## config.mk

```make
export PLATFORM = sky130hd
export DESIGN_NAME = dds_phase_gen
export DESIGN_NICKNAME = d
export VERILOG_FILES = /design/src/rtl/dds_phase_gen.sv
export SDC_FILE = /design/constraint.sdc
export NUM_CORES = 1
export LEC_CHECK = 0
export ABC_AREA = 1
export BUFFER_PORTS_ARGS = -buffer_cell sky130_fd_sc_hd__buf_2
export CAP_MARGIN = 20
export CORE_MARGIN = 2
export CORE_UTILIZATION = 60
export DETAILED_ROUTE_END_ITERATION = 8
export GPL_TIMING_DRIVEN = 0
export MAX_ROUTING_LAYER = met4
export PLACE_DENSITY_LB_ADDON = 0.12
export SLEW_MARGIN = 20
export SYNTH_ARGS = -nofsm -noshare
export SYNTH_HDL_FRONTEND = slang
export SYNTH_SLANG_ARGS = --single-unit
```

## constraint.sdc

```tcl
create_clock -name Fg_CLK -period 2.1 [get_ports Fg_CLK]
set_input_delay 0.42 -clock Fg_CLK [delete_from_list [all_inputs] [get_ports Fg_CLK]]
set_output_delay 0.42 -clock Fg_CLK [all_outputs]
set_load 0.1 [all_outputs]
```

## src/rtl/dds_phase_gen.sv

```systemverilog
// dds_phase_gen: phase accumulator DDS with glitch-free tune/wave switching.
// Define DDS_SINE_LUT_EN for a quarter-wave sine ROM on wave 3 (else constant 512).
module dds_phase_gen #(
  parameter int PHASE_W = 24
) (
  input  logic               Fg_CLK,
  input  logic               Fg_RESETn,
  input  logic               DDSEnable,
  input  logic               DDSReady,
  input  logic [PHASE_W-1:0] TuneWord,
  input  logic               TuneLoad,
  input  logic [1:0]         WaveSel,
  output logic [9:0]         SampleData,
  output logic               SampleValid,
  output logic               PhaseWrap,
  output logic               TunePending
);
  logic [PHASE_W-1:0] phase_q, phase_d, act_q, act_d, ptune_q, ptune_d;
  logic [PHASE_W:0]   sum;
  logic               pend_q, pend_d, acc_q, acc_d, carry_q, carry_d, accept;
  logic [1:0]         wave_req_q, wave_req_d, wave_act_q, wave_act_d;
  logic [9:0]         sample_q, sample_d, wave_val, tri_u;
  logic               valid_q, valid_d, wrap_q, wrap_d;
`ifdef DDS_SINE_LUT_EN
  localparam logic [8:0] SINE_ROM [64] = '{
    9'd6,   9'd19,  9'd31,  9'd44,  9'd56,  9'd69,  9'd81,  9'd94,
    9'd106, 9'd118, 9'd130, 9'd142, 9'd154, 9'd166, 9'd178, 9'd190,
    9'd201, 9'd213, 9'd224, 9'd235, 9'd246, 9'd257, 9'd268, 9'd279,
    9'd289, 9'd299, 9'd309, 9'd319, 9'd329, 9'd338, 9'd348, 9'd357,
    9'd366, 9'd374, 9'd383, 9'd391, 9'd399, 9'd407, 9'd414, 9'd421,
    9'd428, 9'd435, 9'd441, 9'd448, 9'd454, 9'd459, 9'd465, 9'd470,
    9'd474, 9'd479, 9'd483, 9'd487, 9'd491, 9'd494, 9'd497, 9'd500,
    9'd502, 9'd505, 9'd506, 9'd508, 9'd509, 9'd510, 9'd511, 9'd511
  };
  logic [5:0] sin_idx;
  logic [8:0] sin_q;
  logic [9:0] sine_val;
  always_comb begin
    sin_idx  = phase_q[PHASE_W-3 -: 6] ^ {6{phase_q[PHASE_W-2]}};
    sin_q    = SINE_ROM[sin_idx];
    sine_val = phase_q[PHASE_W-1] ? 10'd511 - {1'b0, sin_q} : 10'd512 + {1'b0, sin_q};
  end
`else
  logic [9:0] sine_val;
  assign sine_val = 10'd512;
`endif
  always_comb begin
    accept     = DDSEnable & DDSReady;
    sum        = {1'b0, phase_q} + {1'b0, act_q};
    phase_d    = !DDSReady ? '0 : accept ? sum[PHASE_W-1:0] : phase_q;
    carry_d    = accept & sum[PHASE_W];
    acc_d      = accept;
    act_d      = (accept & pend_q) ? ptune_q : act_q;
    ptune_d    = TuneLoad ? TuneWord : ptune_q;
    pend_d     = TuneLoad | (pend_q & ~accept);
    wave_req_d = WaveSel;
    wave_act_d = (!DDSReady || carry_d) ? wave_req_q : wave_act_q;
    // Output stage maps the phase produced by the previous accepted strobe.
    tri_u      = phase_q[PHASE_W-2 -: 10];
    wave_val   = wave_act_q == 2'd0 ? phase_q[PHASE_W-1 -: 10] :
                 wave_act_q == 2'd1 ? {10{phase_q[PHASE_W-1]}} :
                 wave_act_q == 2'd2 ? (phase_q[PHASE_W-1] ? ~tri_u : tri_u) : sine_val;
    valid_d    = acc_q & DDSReady;
    wrap_d     = valid_d & carry_q;
    sample_d   = valid_d ? wave_val : sample_q;
  end
  always_ff @(posedge Fg_CLK or negedge Fg_RESETn) begin
    if (!Fg_RESETn) begin
      phase_q    <= '0;
      act_q      <= '0;
      ptune_q    <= '0;
      pend_q     <= 1'b0;
      acc_q      <= 1'b0;
      carry_q    <= 1'b0;
      wave_req_q <= 2'd0;
      wave_act_q <= 2'd0;
      sample_q   <= '0;
      valid_q    <= 1'b0;
      wrap_q     <= 1'b0;
    end else begin
      phase_q    <= phase_d;
      act_q      <= act_d;
      ptune_q    <= ptune_d;
      pend_q     <= pend_d;
      acc_q      <= acc_d;
      carry_q    <= carry_d;
      wave_req_q <= wave_req_d;
      wave_act_q <= wave_act_d;
      sample_q   <= sample_d;
      valid_q    <= valid_d;
      wrap_q     <= wrap_d;
    end
  end
  assign SampleData  = sample_q;
  assign SampleValid = valid_q;
  assign PhaseWrap   = wrap_q;
  assign TunePending = pend_q;
endmodule

```

# After elaboration in Yosys (flattened, before gate mapping)
# Index checks and enable logic that the tools add are counted.
[classes] add_sub_neg=1 bitwise_logic=9 mux=6 magnitude_cmp=0 n_eq_ne=3 reduce_logical=3 div_mod_pow=0 multipliers=0 n_shift=0
[op_table] operator="$mux 24" count=2
[op_table] operator="$mux 10" count=4
[op_table] operator="$add 24x24->25" count=1
[op_table] operator="$not 10->10" count=1
[op_table] operator="$and 1x1->1" count=6
[op_table] operator="$eq 2x1->1 const B" count=1
[op_table] operator="$eq 2x2->1 const B" count=1
[op_table] operator="$logic_not 2->1" count=1
[op_table] operator="$ne 2x1->1 const B" count=1
[op_table] operator="$logic_not 1->1" count=1
[op_table] operator="$logic_or 1x1->1" count=1
[op_table] operator="$not 1->1" count=1
[op_table] operator="$or 1x1->1" count=1
[word_totals] mem_count=0 elab_cells=33 latch_bits=0 register_bits=91 rom_bits=0 input_bits=31 mem_bits_rw=0

# Longest topological paths before layout
# Gate-level depths: netlist (run 1).
[logic_depth] depth_word=5 ltp_mapped=13 mapped_depth_nobuf=13

# Least setup slack after synthesis (run 1)
# No wires, ideal clock.
[synth_timing] kind="register to register" from="register phase_q[0]" to="register wave_act_q[1]" path_buffers=0 required_time_ps=1984 t_arrival_ps=1664 period_less_slack_ps=1781 path_stages_with_launch=13 setup_slack_ps=319 setup_time_ps=116 cell_sequence="dfrtp_1 > ha_1 > fa_1 > nand2_1 > nand2_1 > nand3_1 > nand2_2 > nand2_1 > nand3_2 > nand2_4 > nand2_2 > nand2_1 > nand2_1"
[synth_between] elab_chain_cells=3
[synth_lines] item="start: declaration" line="18" rtl="logic [PHASE_W-1:0] phase_q, phase_d, act_q, act_d, ptune_q, ptune_d;"
[synth_lines] item="start signal: assignment" line="81" rtl="phase_q <= phase_d;"
[synth_lines] item="$add 24x24->25" line="49" rtl="sum = {1'b0, phase_q} + {1'b0, act_q};"
[synth_lines] item="$and 1x1->1" line="51" rtl="carry_d = accept & sum[PHASE_W];"
[synth_lines] item="$logic_or 1x1->1" line="57" rtl="wave_act_d = (!DDSReady || carry_d) ? wave_req_q : wave_act_q;"
[synth_lines] item="end signal: assignment" line="88" rtl="wave_act_q <= wave_act_d;"
[synth_lines] item="end: declaration" line="21" rtl="logic [1:0] wave_req_q, wave_req_d, wave_act_q, wave_act_d;"
# Every way passes these cells.
# A chain may end at the register's enable or synchronous reset.

# Worst setup path after layout (run 1)
[layout_timing] from="register act_q[3]" to="register phase_q[15]"
[layout_between] elab_chain_cells=3
[layout_lines] item="start: declaration" line="18"
[layout_lines] item="start signal: assignment" line="82" rtl="act_q <= act_d;"
[layout_lines] item="$add 24x24->25" line="49"
[layout_lines] item="$mux 24 (2 in a row)" line="50" rtl="phase_d = !DDSReady ? '0 : accept ? sum[PHASE_W-1:0] : phase_q;"
# Every way passes these cells. The select of a mux whose other input is x is not followed.

==> results_dict.tcl, run 1 <==
set metrics [dict create \
    final_nets 851 \
    synth-seq-cells 91 \
    ctsHtreeMaxLevel 3 \
    antenna_found_initial 0 \
    async_flop_share_pct 100 \
    fin_crit_ps 1960 \
    wl_um 12500 \
    synth_most_common_cell "nand2_1" \
    synth.area.top_cells "dfrtp_1 43%, nand2_1 19%, inv_1 8.0%" \
    wl_per_cell_um 13.8 \
    die_h_um 98.1 \
    ant_nets 0 \
    synthCells 741 \
    clock-root-buffer "clkbuf_8" \
    die_area_mm2 0.00963 \
    p_leak_nw 3.30 \
    tightest_slew_ps 573 \
    antenna_cells 0 \
    required_ps 2350 \
    final_cells 908 \
    synthTopCellsByCount "273 x nand2_1, 113 x inv_1, 91 x dfrtp_1" \
    place_inst 892 \
    synth_top_cell_area_share_pct 42.8 \
    io_buffers 42 \
    final-setup-viol-count 0 \
    multi_input_area_mm2 0.00251 \
    clkSinkCount 91 \
    crit_arrival_ps 2210 \
    ys_seq_area_share_pct 42.8 \
    dp_hpwl_um 9730 \
    num_rows 34 \
    track_usage_pct 28.6 \
    syn_nets 797 \
    fillCellCount 773 \
    slew_headroom_pct 61.7 \
    netlist_area_mm2 0.00532 \
    slew_violations 0 \
    drc_errors 0 \
    max_freq_mhz 510 \
    area_growth_pct 11.3 \
    period_share_pct 93.3 \
    gp_congestion 0.930 \
    setup.worst_path.class "reg2reg" \
    first_pass_iters 5 \
    initial_core_util_pct 61.5 \
    hold_viol 0 \
    regArea_mm2 0.00228 \
    drive_gt1_share_pct 12.8 \
    start_kind "flip-flop" \
    cts_tree "built" \
    core-area_mm2 0.00864 \
    yosysTopAreaCell "dfrtp_1" \
    rsz0062_at_grt "no" \
    p_total_mw 5.24 \
    yosys_warnings 0 \
    grt.overflow.total 0 \
    max_cap_viol_count 0 \
    yosysUniqueCellTypes 35 \
    grt_pass1_vias 4512 \
    p_per_area_mw_per_mm2 885 \
    status "completed" \
    synth_edf_count 0 \
    dr.first_iter.drc_count 349 \
    end_kind "flip-flop" \
    clockBufferDepth 2 \
    holdCritPathClass "in2async" \
    grt_max_degree 53 \
    crit_fanout 5 \
    cts_buffers 9 \
    post-cts-setup-buffers 0 \
    vdd_drop_max_mv 0.444 \
    finalClockSkew_ps 20.1 \
    clk_latency_ps 370 \
    ys.flop_type "dfrtp_1" \
    io_pins 44 \
    vias 4723 \
    die_x_um 98.1 \
    viasPerCell 5.20 \
    grt_pass1_wl_um 21300 \
    cts.clk_slew.worst_paths_ps 110 \
    syn_area_per_cell_um2 7.17 \
]
state kept, by name, indices dropped and copies added (netlist names):
| signal | cells |
|---|---|
| wave_req_q | 2 |
| PhaseWrap | 1 |
| acc_q | 1 |
| SampleValid | 1 |
| ptune_q | 24 |
| wave_act_q | 2 |
| SampleData | 10 |
| TunePending | 1 |
| act_q | 24 |
| carry_q | 1 |
| phase_q | 24 |
report_power, final:
group / leakage (nW) / internal (mW) / switching (mW)
Sequential: 1.15 / 2.00 / 0.185
Clock: 0.107 / 0.583 / 0.713
Combinational: 2.05 / 0.518 / 1.24
critical path: stages, from the launching register on:
cell and delay [ps]:
dfrtp_1 450, ha_1 390, nand2_1 110, nor2_1 160, nand3_1 80, nand2_1 180
nand2_1 80, nand2_1 160, nand2_1 80, nand2_1 70, o22ai_1 70
per-layer routing:
layer  share of wire [%]  global-route usage (%)  vias up
met3                 5.4                    3.87       12
met1                  48                    40.6     2174
li1                    -                       -     2415
met4                 1.3                    7.37        0
met5                   0                       -        -
met2                  46                    43.7      122
final cells by class:
cell class,instances,share of cell area [%]
Sequential cell,91,38.5
Clock inverter,7,1.59
Buffer,18,1.69
Clock buffer,9,2.09
Inverter,114,7.24
Multi-Input combinational cell,518,42.5
Timing Repair Buffer,43,4.06
Tap cell,108,2.29
through the flow:
step / area (µm²) / util [%] / setup slack [ps] / hold slack [ps] / TNS [ps]
after floorplan: 5320 / - / 319 / 124 / 0
after global placement: 5660 / 65.5 / -196 / 428 / -17130
after detailed placement: 5690 / 65.9 / 73.2 / 427 / 0
after CTS: 5910 / 68.4 / 49.1 / 31.6 / 0
after global routing: 5910 / 68.5 / 6.09 / 49.6 / 0
final: 5910 / 68.5 / 140 / 16.3 / 0
worst paths after layout:
path | from | slack (ps) | endpoint | depth (start not counted)
max | act_q[3] | 140 | phase_q[15] | 10
min | Fg_RESETn | 20 | phase_q[3] | 1
max reg2reg | act_q[3] | 140 | phase_q[15] | 10
min reg2reg | wave_req_q[1] | 450 | wave_act_q[1] | 2
max in group asynchronous | Fg_RESETn | 1440 | act_q[15] | 2
min in group Fg_CLK | WaveSel[1] | 150 | wave_req_q[1] | 1
kinds of logic (layout without fill, tap and decap cells):
kind of cell,after synthesis,in the layout,synth area share (%)
buffers and inverters,132,191,9.93
AOI/OAI and AO/OA,97,97,9.77
xor gates and xnor gates,2,2,0.330
and+or+nand+nor,394,394,31.1
adders and majority gates,25,25,6.03
DFF,91,91,42.8
cells in the final DEF (no fill, tap or decap), drive strengths merged, types with 4 or more instances in the layout:
| cell type | Yosys | final |
|---|---|---|
| nand4 | 5 | 5 |
| dfrtp | 91 | 91 |
| o21ai | 61 | 61 |
| nand3 | 37 | 37 |
| buf | 7 | 50 |
| clkbuf | 11 | 20 |
| nand3b | 4 | 4 |
| ha | 24 | 24 |
| a31oi | 10 | 10 |
| a21oi | 20 | 20 |
| nor2 | 50 | 50 |
| inv | 114 | 117 |
| or2 | 8 | 8 |
| nand2 | 286 | 286 |
what timing repair did:
item / CTS / global route
endpoints found under the setup margin: 0 / 7
gates resized for setup: 0 / 3
endpoints found under the hold margin: 0 / 0
hold buffers: 0 / 0
No activity file was read; power rests on OpenSTA's default activity.
==> inputs of run 2 (changes only) <==
--- a/config.mk
+++ b/config.mk
@@ -5,7 +5,6 @@
 export SDC_FILE = /design/constraint.sdc
 export NUM_CORES = 1
 export LEC_CHECK = 0
-export ABC_AREA = 1
 export BUFFER_PORTS_ARGS = -buffer_cell sky130_fd_sc_hd__buf_2
 export CAP_MARGIN = 20
 export CORE_MARGIN = 2
==> run 2 against run 1 <==
  * The flow now finishes with violations (setup timing)
  * Sequential power is 13% higher
  * Synthesized cell count decreased by 39%
  * Sequential share of layout area is 0.38 points higher
  * Non-clock buffer count increased by 25
  * Critical path type unchanged
  * Critical endpoint is now wave_act_q[0]
  * Highest routed layer unchanged
==> results_dict.tcl, run 2 <==
set metrics [dict create \
    yosysTopAreaCell "dfrtp_1" \
    status "complete, but fails checks" \
    dp_hpwl_um 7170 \
    grt_pass1_vias 3655 \
    cp-startpoint "phase_q[0]" \
    track_usage_pct 26.6 \
    first_pass_iters 4 \
    synthTopCellsByCount "91 x dfrtp_1, 50 x mux2_2, 36 x a21oi_1, 36 x nor2_1, 27 x nand2_1" \
    io_pins 44 \
    regArea_mm2 0.00228 \
    grt_max_degree 53 \
    grt_pass1_wl_um 17700 \
    syn_nets 509 \
    antenna_cells 0 \
    final_nets 581 \
    synth-seq-cells 91 \
    async_flop_share_pct 100 \
    cts.clk_slew.worst_paths_ps 90 \
    syn_area_per_cell_um2 10.7 \
    finalClockSkew_ps 13.4 \
    final_cell_mix "88 x dfrtp_1, 48 x mux2_2, 45 x buf_2" \
    vias 3804 \
    die_h_um 93.9 \
    p_per_area_mw_per_mm2 1300 \
    setup.worst_path.class "reg2reg" \
    slew_headroom_pct 44.0 \
    dr.first_iter.drc_count 137 \
    drive_gt1_share_pct 34.9 \
    r2r_start "phase_q[0]" \
    synth_top_cell_area_share_pct 46.9 \
    ys.flop_type "dfrtp_1" \
    antenna_found_initial 0 \
    yosysUniqueCellTypes 47 \
    layout_setup_ws_ps -354 \
    synth_most_common_cell "dfrtp_1" \
    drc_errors 0 \
    viasPerCell 6.02 \
    fin_crit_ps 2450 \
    start_kind "flip-flop" \
    p_total_mw 7.63 \
    hold_ws_ps 20.1 \
    area_growth_pct 20.8 \
    hold_viol 0 \
    tns_ps -3240 \
    synthCells 453 \
    period_share_pct 117 \
    wl_um 10900 \
    reg_top3 "act_q x24, phase_q x24, ptune_q x24" \
    hold_buffers 0 \
    netlist_area_mm2 0.00485 \
    die_x_um 93.9 \
    crit_fanout 3 \
    rsz0062_at_grt "yes" \
    wl_per_cell_um 17.2 \
    die_area_mm2 0.00882 \
    clk_latency_ps 370 \
    multi_input_area_mm2 0.00276 \
    crit_arrival_ps 2700 \
    synth.area.top_cells "dfrtp_1 47%, mux2_2 12%, ha_1 6.2%" \
    max_freq_mhz 408 \
    final_cells 632 \
    io_buffers 42 \
    vdd_drop_max_mv 0.754 \
    clockBufferDepth 2 \
    yosys_warnings 0 \
    initial_core_util_pct 62.5 \
    fillCellCount 542 \
    final_common_cell "dfrtp_1" \
    num_rows 32 \
    gp_congestion 0.965 \
    core-area_mm2 0.00777 \
    ctsHtreeMaxLevel 3 \
    ant_nets 0 \
    synth_edf_count 0 \
    clkSinkCount 91 \
    grt.overflow.total 0 \
    violations "setup timing" \
    ys_seq_area_share_pct 46.9 \
    preCtsSetupSlack_ps -473 \
    cts_buffers 9 \
    p_leak_nw 2.60 \
    place_inst 598 \
    required_ps 2350 \
    clock-root-buffer "clkbuf_8" \
    cts_tree "built" \
    end_kind "flip-flop" \
    max_cap_viol_count 0 \
    final-setup-viol-count 18 \
    slew_violations 0 \
    holdCritPathClass "in2async" \
    tightest_slew_ps 841 \
]
==> run 2: logic make-up (layout without fill, tap and decap cells) <==
| kind of cell | after synthesis | count (layout) | share of synthesized area, % |
|---|---|---|---|
| muxes | 61 | 61 | 13.9 |
| xor gates and xnor gates | 26 | 26 | 4.69 |
| DFF | 91 | 91 | 46.9 |
| AOI/OAI and AO/OA | 110 | 110 | 14.4 |
| buffers and inverters | 32 | 109 | 2.76 |
| adders and majority gates | 25 | 25 | 6.60 |
| and+or+nand+nor | 108 | 108 | 10.7 |
==> run 2: metrics by stage <==
step | util, % | instance area [µm²]
after floorplan | - | 4870
after global placement | 67.0 | 5200
after detailed placement | 67.4 | 5240
after CTS | 73.2 | 5690
after global routing | 75.5 | 5860
final | 75.5 | 5860
==> run 2: layout make-up <==
cell class	instances	area share [%]
plain buffers	23	1.56
clock buffers	13	2.54
clock inverters	3	0.405
inverters	7	0.448
multi-input cells	330	47.0
flip-flops and latches	91	38.9
well taps	102	2.18
repair buffers	63	7.00
==> run 2: per-layer routing <==
| layer | wire length, µm | track usage (%) | vias to the layer above |
|---|---|---|---|
| li1 | - | - | 1782 |
| met1 | 4710 | 34.3 | 1873 |
| met2 | 5300 | 42.3 | 124 |
| met3 | 656 | 7.46 | 25 |
| met4 | 236 | 5.92 | 0 |
| met5 | 0 | - | - |
==> run 2: worst paths after layout <==
path | endpoint | slack, ps | cells after the start
worst max-delay path | wave_act_q[0] | -350 | 9
worst min register to register | ptune_q[12] | 500 | 1
worst max register to register | wave_act_q[0] | -350 | 9
min in group Fg_CLK | wave_req_q[0] | 160 | 1
worst min-delay path | act_q[4] | 20 | 1
max in group asynchronous | act_q[19] | 1450 | 2
==> run 2: worst max-delay path, stage by stage (launching register included) <==
cell and delay [ps]:
dfrtp_1 400, ha_2 200, fa_2 370, a211oi_4 320, nor3_4 80, o2111ai_2 210
a21oi_2 90, o21ai_2 180, a31o_4 200, mux2_4 300
==> run 2: power by group <==
part	leakage, nW	internal [mW]	switching, mW
registers	1.10	2.15	0.325
clock network	0.0799	0.466	0.604
logic	1.41	1.65	2.43
total	2.60	4.27	3.36
==> run 2: what timing repair did <==
item / 4_1_cts / 5_1_grt
setup buffers: 13 / 9
hold endpoints to repair: 0 / 0
pin swaps: 26 / 34
endpoints found under the setup margin: 17 / 19
resized for setup: 34 / 37
==> inputs of run 3 (changes only) <==
==> constraint.sdc (replaced) <==
create_clock -name Fg_CLK -period 2.54 [get_ports Fg_CLK]
set_input_delay 0.508 -clock Fg_CLK [delete_from_list [all_inputs] [get_ports Fg_CLK]]
set_output_delay 0.508 -clock Fg_CLK [all_outputs]
set_load 0.1 [all_outputs]
==> run 3 against run 2 <==
  * Critical path type unchanged
  * Clock power down 11%
  * Fmax shrank 1.4%
  * Critical endpoint is now wave_act_q[1]
  * The flow now finishes without violations
  * Largest cell class unchanged
  * Flip-flop and latch count unchanged
  * Register-to-register slack gained 410 ps
==> results_dict.tcl, run 3 (synthesis results as in run 2) <==
set metrics [dict create \
    io_pins 44 \
    final_common_cell "dfrtp_1" \
    regArea_mm2 0.00228 \
    first_pass_iters 5 \
    grt_pass1_wl_um 16500 \
    final_cells 616 \
    io_buffers 42 \
    crit_chain "ha_2 -> fa_2 -> a211oi_4 -> nor3_4 -> o2111ai_2 -> a21oi_2 -> o21ai_2 -> a31o_4 -> mux2_4" \
    hold_viol 0 \
    ctsHtreeMaxLevel 3 \
    vdd_drop_max_mv 0.468 \
    die_h_um 93.9 \
    period_share_pct 97.9 \
    final_cell_mix "90 x dfrtp_1, 48 x mux2_2, 46 x buf_2" \
    crit_arrival_ps 2740 \
    max_stage_delay_ps 400 \
    final-setup-viol-count 0 \
    preCtsSetupSlack_ps -159 \
    clk_latency_ps 370 \
    finalClockSkew_ps 10.1 \
    rrSetupSlack_ps 50 \
    dr.first_iter.drc_count 164 \
    initial_core_util_pct 62.5 \
    wl_per_cell_um 16.0 \
    area_growth_pct 13.3 \
    cts_buffers 9 \
    slew_violations 0 \
    setup.worst_path.class "reg2reg" \
    end_kind "flip-flop" \
    reg_top3 "act_q x24, phase_q x24, ptune_q x24" \
    wl_um 9840 \
    multi_input_area_mm2 0.00251 \
    p_per_area_mw_per_mm2 1060 \
    num_rows 32 \
    slowest_stage "fa_2" \
    r2r_end "wave_act_q[1]" \
    cts.clk_slew.worst_paths_ps 90 \
    place_inst 598 \
    holdCritPathClass "in2async" \
    rsz0062_at_grt "yes" \
    clock-root-buffer "clkbuf_8" \
    clockBufferDepth 2 \
    grt_max_degree 51 \
    viasPerCell 5.88 \
    required_ps 2790 \
    die_area_mm2 0.00882 \
    die_x_um 93.9 \
    gp_congestion 0.978 \
    r2r_cells 9 \
    grt_pass1_vias 3501 \
    slew_headroom_pct 42.4 \
    core-area_mm2 0.00777 \
    tightest_slew_ps 864 \
    final_nets 565 \
    fin_crit_ps 2490 \
    status "completed" \
    antenna_cells 0 \
    vias 3622 \
    fillCellCount 592 \
    r2r_start "act_q[0]" \
    path_delay_family "compound AO/OA/AOI/OAI gates" \
    ant_nets 0 \
    drive_gt1_share_pct 25.7 \
    max_freq_mhz 402 \
    p_leak_nw 2.50 \
    cts_tree "built" \
    dp_hpwl_um 7000 \
    clkSinkCount 91 \
    layout_setup_ws_ps 52.1 \
    max_cap_viol_count 0 \
    crit_fanout 3 \
    track_usage_pct 24.2 \
    antenna_found_initial 0 \
    crit_buf_inv 0 \
    start_kind "flip-flop" \
    drc_errors 0 \
    grt.overflow.total 0 \
    hold_ws_ps 128 \
]
run 3: cell types whose count changed in the layout (fill, tap and decap cells not counted), moves of 3 or more:
| cell | change |
|---|---|
| a21oi_1 | +10 |
| a21oi_2 | -8 |
| buf_4 | -15 |
| ha_1 | +10 |
| ha_2 | -4 |
| ha_4 | -6 |
| nand2_1 | +3 |
| o21ai_0 | +12 |
| o21ai_1 | -7 |
| o21ai_2 | -4 |
run 3: per-layer routing:
layer	up-vias	share of wire (%)	GRT usage, %
li1	1739	-	-
met1	1741	46	32.7
met2	120	46	37.6
met3	22	6.5	5.86
met4	0	1.8	5.43
met5	-	0	-
run 3: repair_timing:
| item | CTS | global route |
|---|---|---|
| setup buffers | 1 | 1 |
| endpoints found under the setup margin | 4 | 9 |
| resized for setup | 3 | 13 |
| hold buffers | 0 | 0 |
| pin swaps | 1 | 6 |
run 3: worst max path at each step:
stage,start,end,slack [ps],cells after the start
6_report,act_q[0],wave_act_q[1],50,9
5_1_grt,act_q[0],wave_act_q[1],-60,9
4_1_cts,phase_q[0],wave_act_q[1],8,9
3_5_place_dp,phase_q[0],wave_act_q[1],-160,9
3_3_place_gp,phase_q[0],wave_act_q[0],-160,9
2_1_floorplan,phase_q[0],wave_act_q[0],100,9
run 3: where the power goes:
part / switching, mW / internal, mW
Sequential: 0.245 / 1.77
Clock: 0.501 / 0.456
Combinational: 1.76 / 1.10
run 3: final cells by class:
cell class | instances | share of cell area, %
tap | 102 | 2.32
multi-input combinational | 330 | 45.8
timing repair buffer | 45 | 4.64
inverter | 7 | 0.478
clock buffer | 12 | 2.46
clock inverter | 4 | 0.933
buffer | 25 | 1.96
sequential | 91 | 41.5
run 3: worst reg2reg max path, delay by kind of cell (launching register included):
kind | cells | cell delay [ps]
AO/OA/AOI/OAI | 5 | 980
adder cells (fa/ha/maj) | 2 | 600
flip-flops | 1 | 390
multiplexers | 1 | 310
AND/OR/NAND/NOR | 1 | 90
run 3: stage by stage:
stage	util, %	total power [mW]	cell area [µm²]	setup TNS, ps
after global placement	66.8	4.68	5190	-330
after global routing	70.8	6.26	5500	-101
after detailed placement	67.2	4.78	5220	-346
final	70.8	5.85	5500	0
after floorplan	-	4.22	4850	0
after CTS	69.9	5.77	5430	0
